<file path="config.mk">
export PLATFORM = sky130hd
export DESIGN_NAME = addsub_arbiter
export DESIGN_NICKNAME = d
export VERILOG_FILES = /design/src/rtl/addsub_arbiter.sv
export SDC_FILE = /design/constraint.sdc
export NUM_CORES = 1
export LEC_CHECK = 0
export CORE_ASPECT_RATIO = 1.2
export CORE_MARGIN = 5
export CORE_UTILIZATION = 36
export CTS_CLUSTER_SIZE = 12
export DETAILED_ROUTE_END_ITERATION = 10
export HOLD_SLACK_MARGIN = 0.08
export PLACE_DENSITY = 0.73
export SYNTH_ARGS = -nofsm -noshare
export SYNTH_HDL_FRONTEND = slang
export SYNTH_SLANG_ARGS = --single-unit
</file>
<file path="constraint.sdc">
create_clock -name CLK -period 1 [get_ports CLK]
set_input_delay 0.25 -clock CLK [delete_from_list [all_inputs] [get_ports CLK]]
set_output_delay 0.25 -clock CLK [all_outputs]
set_load 0.02 [all_outputs]
</file>
<file path="src/rtl/addsub_arbiter.sv">
// addsub_arbiter: shares one external WIDTH-bit carry-chain adder between two
// requesters. Requests are granted round-robin. A subtract is issued to the
// adder as A + ~B + 1. The adder outputs are captured one cycle after the
// operands are driven. One tagged result per operation is returned over a
// valid/ready handshake, together with borrow and signed-overflow flags.
//
// Ports:
//   CLK, RESETN                  clock, synchronous active-low reset
//   REQ0/OP0/A0/B0, ACK0         requester 0 (OP: 0 = add, 1 = subtract)
//   REQ1/OP1/A1/B1, ACK1         requester 1
//   ADD_I0/ADD_I1/ADD_CIN        registered operands to the shared adder
//   ADD_O/ADD_COUT               sum and carry from the shared adder
//   RES/RES_COUT/RES_BORROW/
//   RES_OVF/RES_ID               result payload
//   RES_VALID/RES_READY          result handshake
module addsub_arbiter #(
  parameter int unsigned WIDTH = 2
) (
  input  logic             CLK,
  input  logic             RESETN,
  input  logic             REQ0,
  input  logic             OP0,
  input  logic [WIDTH-1:0] A0,
  input  logic [WIDTH-1:0] B0,
  output logic             ACK0,
  input  logic             REQ1,
  input  logic             OP1,
  input  logic [WIDTH-1:0] A1,
  input  logic [WIDTH-1:0] B1,
  output logic             ACK1,
  output logic [WIDTH-1:0] ADD_I0,
  output logic [WIDTH-1:0] ADD_I1,
  output logic             ADD_CIN,
  input  logic [WIDTH-1:0] ADD_O,
  input  logic             ADD_COUT,
  output logic [WIDTH-1:0] RES,
  output logic             RES_COUT,
  output logic             RES_BORROW,
  output logic             RES_OVF,
  output logic             RES_ID,
  output logic             RES_VALID,
  input  logic             RES_READY
);

  typedef enum logic [1:0] {IDLE, EXEC, RESP} state_t;

  state_t           state;
  logic             prio;   // 1: requester 1 wins when both request
  logic             op_q;
  logic             id_q;

  logic             grant1;
  logic             sel_op;
  logic [WIDTH-1:0] sel_a;
  logic [WIDTH-1:0] sel_b;

  always_comb begin
    grant1 = REQ1 & (~REQ0 | prio);
    sel_op = grant1 ? OP1 : OP0;
    sel_a  = grant1 ? A1 : A0;
    sel_b  = grant1 ? B1 : B0;
  end

  always_ff @(posedge CLK) begin
    if (!RESETN) begin
      state      <= IDLE;
      prio       <= 1'b0;
      op_q       <= 1'b0;
      id_q       <= 1'b0;
      ACK0       <= 1'b0;
      ACK1       <= 1'b0;
      ADD_I0     <= '0;
      ADD_I1     <= '0;
      ADD_CIN    <= 1'b0;
      RES        <= '0;
      RES_COUT   <= 1'b0;
      RES_BORROW <= 1'b0;
      RES_OVF    <= 1'b0;
      RES_ID     <= 1'b0;
      RES_VALID  <= 1'b0;
    end else begin
      ACK0 <= 1'b0;
      ACK1 <= 1'b0;
      case (state)
        IDLE: begin
          if (REQ0 | REQ1) begin
            ADD_I0  <= sel_a;
            ADD_I1  <= sel_op ? ~sel_b : sel_b;
            ADD_CIN <= sel_op;
            op_q    <= sel_op;
            id_q    <= grant1;
            ACK0    <= ~grant1;
            ACK1    <= grant1;
            state   <= EXEC;
          end
        end
        EXEC: begin
          RES        <= ADD_O;
          RES_COUT   <= ADD_COUT;
          RES_BORROW <= op_q & ~ADD_COUT;
          // Overflow is judged on the operands as issued, so a subtract is
          // checked against the inverted B that actually entered the adder.
          RES_OVF    <= (ADD_I0[WIDTH-1] == ADD_I1[WIDTH-1]) &
                        (ADD_O[WIDTH-1] != ADD_I0[WIDTH-1]);
          RES_ID     <= id_q;
          RES_VALID  <= 1'b1;
          state      <= RESP;
        end
        RESP: begin
          if (RES_READY) begin
            RES_VALID <= 1'b0;
            prio      <= ~id_q;  // last-served requester drops to low priority
            state     <= IDLE;
          end
        end
        default: state <= IDLE;
      endcase
    end
  end

endmodule

</file>
## Word-level counts from Yosys, hierarchy flattened

Index checks and enable logic that the tools add are counted.

- Output and inout port bits: 14
- Logic and storage cells: 46
- Bits in registers: 18
- Bits of input ports: 18

- Equality and inequality tests: 6
- Multiplexer cells: 9
- Bitwise operators: 10
- Reductions and logical operators: 7

Operator list:

| operator | number |
|---|---|
| $mux 2 | 5 |
| $reduce_and 2->1 | 4 |
| $pmux 2 s3 | 1 |
| $ne 2x2->1 const B | 2 |
| $not 1->1 | 4 |
| $and 1x1->1 | 3 |
| $reduce_and 3->1 | 1 |
| $eq 2x1->1 const B | 1 |
| $eq 2x2->1 const B | 1 |
| $logic_not 2->1 | 1 |
| $mux 1 | 2 |
| $not 2->2 | 1 |
| $or 1x1->1 | 2 |
| $pmux 1 s2 | 1 |
| $reduce_bool 2->1 | 1 |
| $eq 1x1->1 | 1 |
| $ne 1x1->1 | 1 |

## Depth between registers and ports, before layout

Gate-level depths: netlist of run 1.

- Depth in word-level cells: 6
- Depth in mapped cells: 4
- Mapped depth without buffers: 4

## Worst setup path before layout of run 1

Ideal clock, no wire load.

- Path type: reg2reg
- From: register ADD_I1[1]
- To: register RES_OVF
- Arrival: 0.956 ns
- Path buffers: 0
- Stages on the path, launching flop included: 4
- Period minus slack after synthesis: 1.014 ns
- Path slack: -0.014 ns
- Path through: dfxtp_1 > or3b_1 > nand3_1 > o211a_1

- Word-level cells in the longest chain between the ends: 2

RTL lines:

| what | RTL line | text |
|---|---|---|
| start: declaration | 32 | `output logic [WIDTH-1:0] ADD_I1,` |
| start signal: assignment | 88 | `ADD_I1 <= sel_op ? ~sel_b : sel_b;` |
| $eq 1x1->1 | 103 | `RES_OVF <= (ADD_I0[WIDTH-1] == ADD_I1[WIDTH-1]) &` |
| $and 1x1->1 | 103 |  |
| end signal: assignment | 103 |  |
| end: declaration | 39 | `output logic RES_OVF,` |

No other way between the ends.
A chain may end at the register's enable or synchronous reset.

## Worst setup path after layout of run 1

Ends and elaborated chain as after synthesis.

==> results of run 1 <==
flip-flops by register name, indices dropped and copies added, names as in the netlist:
signal,count
ACK1,1
RES_BORROW,1
prio,1
ADD_I0,2
RES_VALID,1
ACK0,1
RES,2
op_q,1
RES_ID,1
RES_OVF,1
RES_COUT,1
ADD_I1,2
state,2
id_q,1
cell usage after synthesis (all sizes together) (2+ instances only):
library cell,n
nor2,2
o211a,2
nor2b,5
o21ai,9
xor2,4
mux2i,9
nor3b,2
dfxtp,18
inv,3
nand2,8
nand3b,2
final cells by class:
cell class                 instances  area, um^2
fill                             174         718
timing repair buffer              47         458
multi-input combinational         53         392
sequential                        18         387
inverter                           3        11.3
clock buffer                       4        36.3
tap                               20        25.0
critical path: cells and delay by family, from the launching register on:
kind / cells / cell delay, ns
AOI/OAI and AO/OA: 1 / 0.13
buffers and inverters: 1 / 0.11
DFF: 1 / 0.35
and+or+nand+nor: 2 / 0.44
routing by layer:
layer,vias to the layer above,routed length (um),track usage [%]
met5,-,0,0
met4,0,59,8.99
met3,4,158,2.74
met2,25,944,24.2
met1,315,727,14.5
li1,359,-,-
logic make-up (layout without fill, tap and decap cells):
family	Yosys count	in the layout	synth area share [%]
AO/OA/AOI/OAI	15	15	13.9
buffers and inverters	5	54	3.48
flip-flops	18	18	47.8
multiplexers	9	9	11.9
XOR/XNOR	4	4	4.64
AND/OR/NAND/NOR	24	25	18.2
report_power, final:
| part | internal, mW | leakage, nW | total (mW) | switching [mW] |
|---|---|---|---|---|
| Clock | 0.222 | 0.0210 | 0.464 | 0.241 |
| Sequential | 0.784 | 0.155 | 0.835 | 0.0512 |
| Combinational | 0.278 | 0.438 | 0.475 | 0.197 |
| Total | 1.28 | 0.614 | 1.77 | 0.489 |
worst max-delay path by stage:
stage / cells after the start / to / slack [ns] / startpoint
after detailed placement: 5 / ADD_I0[1] / -0.52 / REQ0
after global placement: 5 / op_q / -0.48 / REQ0
after global routing: 3 / RES[1] / -0.12 / state[0]
after CTS: 4 / RES_OVF / -0.06 / ADD_I0[1]
after floorplan: 3 / RES_OVF / 0.008 / ADD_I0[1]
final: 4 / RES_OVF / -0.07 / ADD_I1[1]
stage by stage:
step / setup WS (ns) / hold WS [ns] / total power [mW]
after floorplan: 0.00827 / 0.419 / 1.03
after global placement: -0.485 / 0.444 / 1.26
after detailed placement: -0.521 / 0.443 / 1.27
after CTS: -0.0641 / 0.471 / 1.77
after global routing: -0.119 / 0.369 / 1.86
final: -0.0744 / 0.310 / 1.77
what timing repair did:
item,4_1_cts,5_1_grt
gates cloned,1,0
resized for setup,104,8
setup buffers,3,1
setup endpoints to repair,30,27
pin swaps,11,3
==> flow_summary.toml, run 1 <==
[outcome]
status = "finished with violations"
violations = "negative setup slack"

[setup_path]
cp-start-kind = "flop"
crit_required_ns = 1.25
cp_max_fo = 3
ff2ff_path_depth = 4
reg2reg_to = "RES_OVF"
worstPathArrival_ns = 1.33
crit_path_end_kind = "flop"
cp_slowest_stage_delay_ns = 0.36
cpMaxStageDelayCell = "or3b_1"
r2r_setup_slack_ns = -0.07
path_class = "flop to flop"
r2r-start = "ADD_I1[1]"
path_cells = "buf_6 > or3b_1 > nand3_1 > o211a_1"

[clocking]
numCtsBuffers = 3
htreeDepth = 1
root_buffer = "clkbuf_4"
clkSlewWorstSetupHoldPaths_ns = 0.11
hold_buffers = 0
clk_latency_ns = 0.30
cts.path.max_buffers = 2
cts.sinks = 18
cts_tree = "built"

[routing]
drt_iter0_markers = 14
post-route-drc-count = 0
viasPerCell = 4.85
routed_wl_mm = 1.89
drt.antenna.violating_nets = 0
firstDrtPassIters = 4
vias = 703
routedWlPerCell_um = 13.0

[cells_and_area]
nNetsFinal = 144
final_common_cell = "buf_6"
n_antenna_cell = 0
syn_to_final_growth_pct = 73.5
fin_cells = 145
drive_above_1_share_pct = 47.2
post-route-util_pct = 64.6
design_area_um2 = 1310
mostFrequentLayoutCells = "16 x buf_6, 15 x dfxtp_2, 14 x buf_4, 13 x clkdlybuf4s50_1, 9 x mux2i_1"

[place]
dp_cells = 136
placed_cell_area_um2 = 1170
dp_hpwl_mm = 1.37
place.gp.congestion = 0.723
io_buffer_count = 31

[floorplan]
die_x_um = 51.8
core_area_um2 = 2030
rows = 18
dieHeight_um = 60.2
start_util_pct = 37.2
boundaryPins = 32
dieArea_um2 = 3120

[pwr]
cellPowerDensity_nw_per_um2 = 1360
peakVddDrop_mv = 0.884
p_leak_nw = 0.614

[flow_run]
max_cap_viol_count = 0

[timing]
setup_viol = 24
drv_slew = 0
clock_skew_ns = 0.00489
tns_ns = -0.457
post-route-period-util_pct = 107
fmax_ghz = 0.931
min_period_ns = 1.07
relSlewSlack_pct = 79.7
setup_slack_ns = -0.0744
hold_violations = 0
tightestPinTransition_ns = 0.303
rsz0062_at_grt = "yes"

[global_route]
grt_max_degree = 11
antenna_found_initial = 0
grt.total_usage_pct = 13.7
grt_pass1_wl_mm = 3.12
grt_pass1_vias = 698
overflow = 0

[hold_path]
min_to = "RES[1]"
hold_path_class = "input pin to flop"
hp-start = "ADD_O[1]"
hold_depth = 3

[logic_synthesis]
yosys.cell_types.count = 25
synth_ff_type = "dfxtp_1"
synth_edf_count = 0
avgSynthCellArea_um2 = 10.1
ys_warn_count = 0
synth_top_area_share_pct = 47.8
synth_top_area_cell = "dfxtp_1"
netlist_area_um2 = 754
syn_inst = 75
synth_nets = 93
ys_seq_elements = 18
synth-seq-area-share_pct = 47.8
synth_area_leaders = "dfxtp_1 48%, mux2i_1 12%, xor2_1 4.6%"
async_flop_share_pct = 0
(Power assumes the default switching activity.)
==> run 2: changes to the inputs <==
--- a/config.mk
+++ b/config.mk
@@ -12,6 +12,7 @@
 export DETAILED_ROUTE_END_ITERATION = 10
 export HOLD_SLACK_MARGIN = 0.08
 export PLACE_DENSITY = 0.73
+export SKIP_LAST_GASP = 1
 export SYNTH_ARGS = -nofsm -noshare
 export SYNTH_HDL_FRONTEND = slang
 export SYNTH_SLANG_ARGS = --single-unit
==> constraint.sdc (replaced) <==
create_clock -name CLK -period 0.9 [get_ports CLK]
set_input_delay 0.225 -clock CLK [delete_from_list [all_inputs] [get_ports CLK]]
set_output_delay 0.225 -clock CLK [all_outputs]
set_load 0.02 [all_outputs]
==> run 2 against run 1 <==
Effect of this change: largest power group unchanged; die area is the same; the run still ends with negative setup slack left; clock power grew 11%; sequential share of layout area down 0.58 points; critical endpoint unchanged; power grew 13%; cell count increased by 0.69%; sequential power grew 11%.
==> flow_summary.toml, run 2 (synthesis results as in run 1) <==
[floorplan]
die_x_um = 51.8
dieArea_um2 = 3120
rows = 18
core_area_um2 = 2030
start_util_pct = 37.2
boundaryPins = 32
dieHeight_um = 60.2

[timing]
drv_slew = 0
tightestPinTransition_ns = 0.310
min_period_ns = 1.09
setup_slack_ns = -0.185
fmax_ghz = 0.922
relSlewSlack_pct = 79.2
clock_skew_ns = 0.00408
post-route-period-util_pct = 121
hold_violations = 0
setup_viol = 31
rsz0062_at_grt = "yes"

[clocking]
cts.sinks = 18
cts_tree = "built"
clkSlewWorstSetupHoldPaths_ns = 0.11
clk_latency_ns = 0.30
root_buffer = "clkbuf_4"
numCtsBuffers = 3
htreeDepth = 1
cts.path.max_buffers = 2

[setup_path]
crit_required_ns = 1.15
r2r-start = "ADD_I0[1]"
r2r_setup_slack_ns = -0.19
worstPathArrival_ns = 1.33
cp_max_fo = 2
crit_path_end_kind = "flop"
cp-start-kind = "flop"
timing.critical_path.to = "RES_OVF"
reg2reg_to = "RES_OVF"
ff2ff_path_depth = 4
cp-startpoint = "ADD_I0[1]"
path_class = "flop to flop"

[place]
place_ws_ns = -0.624
io_buffer_count = 31
dp_hpwl_mm = 1.38
placed_cell_area_um2 = 1180
place.gp.congestion = 0.728

[routing]
viasPerCell = 4.95
routed_wl_mm = 1.98
drt.antenna.violating_nets = 0
post-route-drc-count = 0
routedWlPerCell_um = 13.5
vias = 722
firstDrtPassIters = 4
drt_iter0_markers = 14

[pwr]
seq_power_share_pct = 46.2
power.share.clock_pct = 25.6
cellPowerDensity_nw_per_um2 = 1490
swShare_pct = 27.8
power_switching_uw = 557
peakVddDrop_mv = 1.18
p_int_mw = 1.45
p_comb_share_pct = 28.2
p_leak_nw = 0.617

[hold_path]
hold_path_class = "input pin to flop"
hp-start = "RESETN"

[global_route]
grt_max_degree = 11
grt.total_usage_pct = 12.7
antenna_found_initial = 0
overflow = 0
grt_pass1_wl_mm = 2.93
grt_pass1_vias = 729

[cells_and_area]
post-route-util_pct = 66.3
nNetsFinal = 145
mostFrequentLayoutCells = "18 x buf_6, 14 x dfxtp_2, 14 x clkdlybuf4s50_1, 13 x buf_4, 9 x mux2i_1"
drive_above_1_share_pct = 49.2
design_area_um2 = 1340
syn_to_final_growth_pct = 78.1
n_antenna_cell = 0
final_common_cell = "buf_6"

[outcome]
violations = "negative setup slack"
status = "finished with violations"

[flow_run]
max_cap_viol_count = 0
run 2: metal layers:
metal  global-route usage [%]  up-vias  share of wire (%)
met2                     23.5       25                 53
li1                         -      361                  -
met1                     12.5      331                 37
met4                     8.24        0                2.6
met5                        0        -                  0
met3                     2.99        5                6.6
run 2: critical path: stages (launching register included):
cell and delay (ns):
dfxtp_2 0.35, buf_6 0.11, or3b_1 0.37, nand3_1 0.07
o211a_1 0.14
run 2: repair_timing:
action / in CTS / in global routing
endpoints found under the hold margin: 0 / 0
setup buffers: 4 / 1
cloned: 1 / 0
setup endpoints to repair: 32 / 32
resized for setup: 100 / 15
hold buffers: 0 / 0
pin swaps: 6 / 2
run 2: worst min-delay path by stage:
stage / slack, ns / cells after the start / to
2_1_floorplan: 0.39 / 2 / RES[0]
3_3_place_gp: 0.44 / 2 / ADD_I0[0]
3_5_place_dp: 0.45 / 2 / ADD_I1[0]
4_1_cts: 0.36 / 2 / prio
5_1_grt: 0.36 / 2 / prio
6_report: 0.36 / 2 / prio
run 2: power by group through the flow:
stage	logic, mW	registers (mW)	clock network [mW]
final	0.565	0.927	0.514
after global routing	0.601	0.939	0.538
after CTS	0.532	0.920	0.509
after detailed placement	0.492	0.921	0
after global placement	0.480	0.919	0
after floorplan	0.163	0.985	0
run 2: layout make-up:
| class | count | area (um^2) |
|---|---|---|
| clock buffers | 4 | 36.3 |
| fillers | 170 | 683 |
| inverters | 3 | 11.3 |
| multi-input cells | 53 | 415 |
| flip-flops and latches | 18 | 389 |
| well taps | 20 | 25.0 |
| repair buffers | 48 | 467 |
run 2: through the flow:
| stage | cells | hold WS (ns) | total power, mW | TNS, ns |
|---|---|---|---|---|
| after floorplan | 75 | 0.394 | 1.15 | -0.473 |
| after global placement | 136 | 0.444 | 1.40 | -10.33 |
| after detailed placement | 136 | 0.452 | 1.41 | -10.76 |
| after CTS | 145 | 0.359 | 1.96 | -3.29 |
| after global routing | 146 | 0.362 | 2.08 | -4.25 |
| final | 146 | 0.358 | 2.01 | -2.92 |
